### src/rtl/counter_preload_sched.sv
// Preload scheduler for the 4-bit loadable counter: buffers preload values in a
// FIFO and replays the head into the counter at each wrap point (or on force).
module counter_preload_sched #(
  parameter int unsigned DEPTH = 4,
  parameter logic [3:0]  MATCH = 4'hF
) (
  input  logic                       clk,
  input  logic                       reset_n,
  input  logic                       req_valid,
  input  logic [3:0]                 req_data,
  output logic                       req_ready,
  input  logic                       force_load,
  input  logic [3:0]                 count_in,
  output logic                       load,
  output logic [3:0]                 load_data,
  output logic [$clog2(DEPTH):0]     level,
  output logic                       miss,
  input  logic                       miss_clr,
  output logic [7:0]                 loads_done
);
  localparam int PW = $clog2(DEPTH);
  localparam int LW = PW + 1;

  logic [DEPTH-1:0][3:0] mem;
  logic [PW-1:0]         wr_ptr, rd_ptr;
  logic                  empty, full, at_match, push, pop;

  assign empty    = (level == '0);
  assign full     = (level == LW'(DEPTH));
  assign at_match = (count_in == MATCH);

  // Ready comes from the registered level only, so there is no path from load.
  assign req_ready = !full;
  assign push      = req_valid && req_ready;
  assign load      = !empty && (at_match || force_load);
  assign pop       = load;
  assign load_data = empty ? 4'h0 : mem[rd_ptr];

  always_ff @(posedge clk) begin
    if (push) mem[wr_ptr] <= req_data;
  end

  always_ff @(posedge clk or negedge reset_n) begin
    if (!reset_n) begin
      wr_ptr     <= '0;
      rd_ptr     <= '0;
      level      <= '0;
      miss       <= 1'b0;
      loads_done <= '0;
    end else begin
      if (push) wr_ptr <= wr_ptr + PW'(1);
      if (pop)  rd_ptr <= rd_ptr + PW'(1);
      level      <= level + LW'(push) - LW'(pop);
      loads_done <= loads_done + 8'(pop);
      // A wrap point with nothing to load outranks a clear in the same cycle.
      if (empty && at_match) miss <= 1'b1;
      else if (miss_clr)     miss <= 1'b0;
    end
  end
endmodule
### config.mk
export PLATFORM = sky130hd
export DESIGN_NAME = counter_preload_sched
export DESIGN_NICKNAME = d
export VERILOG_FILES = /design/src/rtl/counter_preload_sched.sv
export SDC_FILE = /design/constraint.sdc
export NUM_CORES = 1
export LEC_CHECK = 0
export ABC_AREA = 1
export CAP_MARGIN = 30
export CORE_MARGIN = 8
export CORE_UTILIZATION = 35
export CTS_BUF_LIST = sky130_fd_sc_hd__clkbuf_4 sky130_fd_sc_hd__clkbuf_8 sky130_fd_sc_hd__clkbuf_16
export DETAILED_ROUTE_END_ITERATION = 7
export SYNTH_ARGS = -nofsm -noshare
export SYNTH_HDL_FRONTEND = slang
export SYNTH_SLANG_ARGS = --single-unit
### constraint.sdc
create_clock -name clk -period 3.7 [get_ports clk]
set_input_delay 0.925 -clock clk [delete_from_list [all_inputs] [get_ports clk]]
set_output_delay 0.925 -clock clk [all_outputs]
set_load 0.02 [all_outputs]
==> impl_metrics.yaml, run 1 <==
drt:
  drc: 0
  wl_met3_um: 130
  wl_met1_um: 1220
  drt-wirelength-per-cell_um: 12.8
  wirelength_um: 2980
  dr.pass1.iters: 4
  dr_total_vias: 1061
  wl_met2_um: 1580
  drtIter0Drc: 37
  ant_nets: 0
  post_drt_via_cell_ratio: 4.55
  top_layer_used: "met4"
clock_tree:
  clock_path_buffers: 2
  postCtsSetupBuffers: 0
  cts_resized: 0
  numCtsBuffers: 5
  htree_levels: 2
  hold_buffers: 0
  root_buffer: "clkbuf_8"
  cts.clk_slew.worst_paths_ps: 60
  cts.sinks: 32
  cts_tree: "yes"
  clkLatencyLatePin_ps: 270
logic_synthesis:
  synth_cells: 146
  syn-num-nets: 168
  synth_ff_type: "edfxtp_1"
  yosysWarnings: 0
  synth_seq_cells: 32
  netlist_top_cells_area: "edfxtp_1 32%, dfrtp_1 27%, nand2_1 9.1%, ha_1 6.7%, inv_1 5.3%"
  synth_edf_count: 16
  synth_top_area_share_pct: 32.2
  synth.cells.most_frequent: "36 x nand2_1, 21 x inv_1, 16 x dfrtp_1, 16 x edfxtp_1, 16 x nor2_1"
  ys_types: 22
  netlist_area_sq_um: 1490
  ys_seq_area_share_pct: 59.0
  async_flop_share_pct: 50.0
  yosysMostFrequentCell: "nand2_1"
  synth.avg_cell_area_sq_um: 10.2
  yosysTopAreaCell: "edfxtp_1"
timing:
  finalSetupTns_ps: 0
  fmax_mhz: 287
  rsz0062_at_grt: "no"
  finalHoldViolCount: 0
  slew_violations: 0
  worst_slew_pin_slew_ps: 713
  period_needed_ps: 3480
  finalWorstSetupSlack_ps: 216
  finalSetupViolCount: 0
  skew_ps: 3.48
  relSlewSlack_pct: 52.3
  finalCritPeriodShare_pct: 94.2
global_route:
  grt_max_degree: 17
  track_usage_pct: 9.87
  grt-ovfl-total: 0
  antenna_found_initial: 0
  grt_pass1_vias: 1080
  grt_pass1_wl_um: 4990
layout:
  final_nets: 204
  syn_to_final_growth_pct: 29.5
  drive_gt1_share_pct: 8.74
  fin_area_sq_um: 1930
  diodes: 0
placement:
  placed_area_sq_um: 1840
  pre_cts_slack_ps: 211
  gp_congestion: 0.735
  dp_hpwl_um: 2350
  port_buffers: 30
critical_path:
  cpLargestDelayFamily: "buffers and inverters"
  required_ps: 2770
  crit_fanout: 3
  arrival_ps: 2560
  endpoint_kind: "output port"
  cp_slowest_stage_delay_ps: 630
  crit_cells: 6
  critical_path.cell_chain: "clkdlybuf4s50_1 > nand2_1 > o21ai_1 > nand2_1 > inv_1 > clkdlybuf4s50_1"
  start_kind: "input pin"
  cp.buffers_inverters: 3
  rr_worst_depth: 10
  cp_slowest_cell: "clkdlybuf4s50_1"
  crit_type: "in -> out"
floorplanning:
  rows: 23
  fp.coreArea_sq_um: 4060
  die_area_sq_um: 6610
  fp.dieW_um: 81.3
  io_pins: 31
  die_y_um: 81.3
  start_util_pct: 36.8
power:
  ir_drop_mv: 0.368
  leakage_nw: 0.863
  powerDensity_nw_per_um2: 837
hold_path:
  hold_path_depth: 1
  worstHoldPathType: "reg -> reg"
run_status:
  status: "complete, no violations"
job:
  cap_violations: 0
-- through the flow --
step / instances / total power [mW] / hold slack, ps / utilization, %
4_1_cts: 233 / 1.65 / 509 / 47.6
3_5_place_dp: 225 / 1.38 / 494 / 45.5
5_1_grt: 233 / 1.76 / 535 / 47.6
6_report: 233 / 1.62 / 504 / 47.6
3_3_place_gp: 225 / 1.35 / 486 / 45.5
2_1_floorplan: 146 / 1.07 / 501 / -
-- cell type report --
class	count	area (sq um)
clock buffers	7	83.8
multi-input cells	91	518
inverters	22	82.6
flip-flops and latches	32	881
repair buffers	30	300
well taps	50	62.6
clock inverters	1	5.00
fillers	379	2120
-- cell families after synthesis --
logic type	count (synthesis)	synth area share, %
compound gates	11	3.94
simple gates	64	18.1
xor+xnor	7	4.61
fa+ha+maj	9	8.05
buf+inv	23	6.29
flops	32	59.0
-- sequential cells by signal, indices dropped and copies added (netlist names) --
signal	count
mem	16
loads_done	8
level	3
rd_ptr	2
wr_ptr	2
miss	1
-- worst paths after layout --
kind	slack, ps	end	start
worst max register to register	1640	level[2]	level[1]
worst max-delay path	220	load	count_in[0]
worst min register to register	500	loads_done[0]	loads_done[0]
max in group asynchronous	2170	rd_ptr[0]	reset_n
min in group asynchronous	1080	loads_done[4]	reset_n
worst min-delay path	500	loads_done[0]	loads_done[0]
-- routing by layer --
metal / global-route usage, % / up-vias
li1: - / 531
met1: 10.0 / 509
met2: 17.8 / 16
met3: 3.09 / 5
met4: 4.82 / 0
met5: 0 / -
-- placed cells by master, fill, tap and decap left out --
cell,n
a21oi_1,4
a21oi_2,1
clkbuf_4,2
clkbuf_8,5
clkdlybuf4s50_1,30
clkinv_2,1
dfrtp_1,16
edfxtp_1,16
fa_1,1
ha_1,8
inv_1,21
inv_2,1
nand2_1,36
nand2_2,1
nand2_4,1
nand3_1,5
nand3b_1,1
nand4_1,1
nor2_1,16
nor2_2,3
o21ai_0,1
o21ai_1,5
xnor2_1,2
xor2_1,4
xor2_2,1
-- where the power goes --
group | internal [mW] | switching (mW)
Clock | 0.146 | 0.114
Sequential | 0.497 | 0.109
Combinational | 0.333 | 0.418
Total | 0.977 | 0.641
-- worst register-to-register path, cell delays in order (launching register included) --
cell     delay, ps
dfrtp_1        460
nor2_1         120
nand2_1        100
nand2_1        120
inv_1           90
ha_1           300
inv_1           60
ha_1           140
inv_1           50
fa_1           370
xnor2_1        140
Power figures use the tool's default switching activity.
==> run 2, diff against run 1 <==
--- a/config.mk
+++ b/config.mk
@@ -10,6 +10,7 @@
 export CORE_MARGIN = 8
 export CORE_UTILIZATION = 35
 export CTS_BUF_LIST = sky130_fd_sc_hd__clkbuf_4 sky130_fd_sc_hd__clkbuf_8 sky130_fd_sc_hd__clkbuf_16
+export CTS_CLUSTER_DIAMETER = 30
 export DETAILED_ROUTE_END_ITERATION = 7
 export SYNTH_ARGS = -nofsm -noshare
 export SYNTH_HDL_FRONTEND = slang
==> results of run 2 <==
Same layout as run 1: the final DEF is identical, and so are final timing and power.
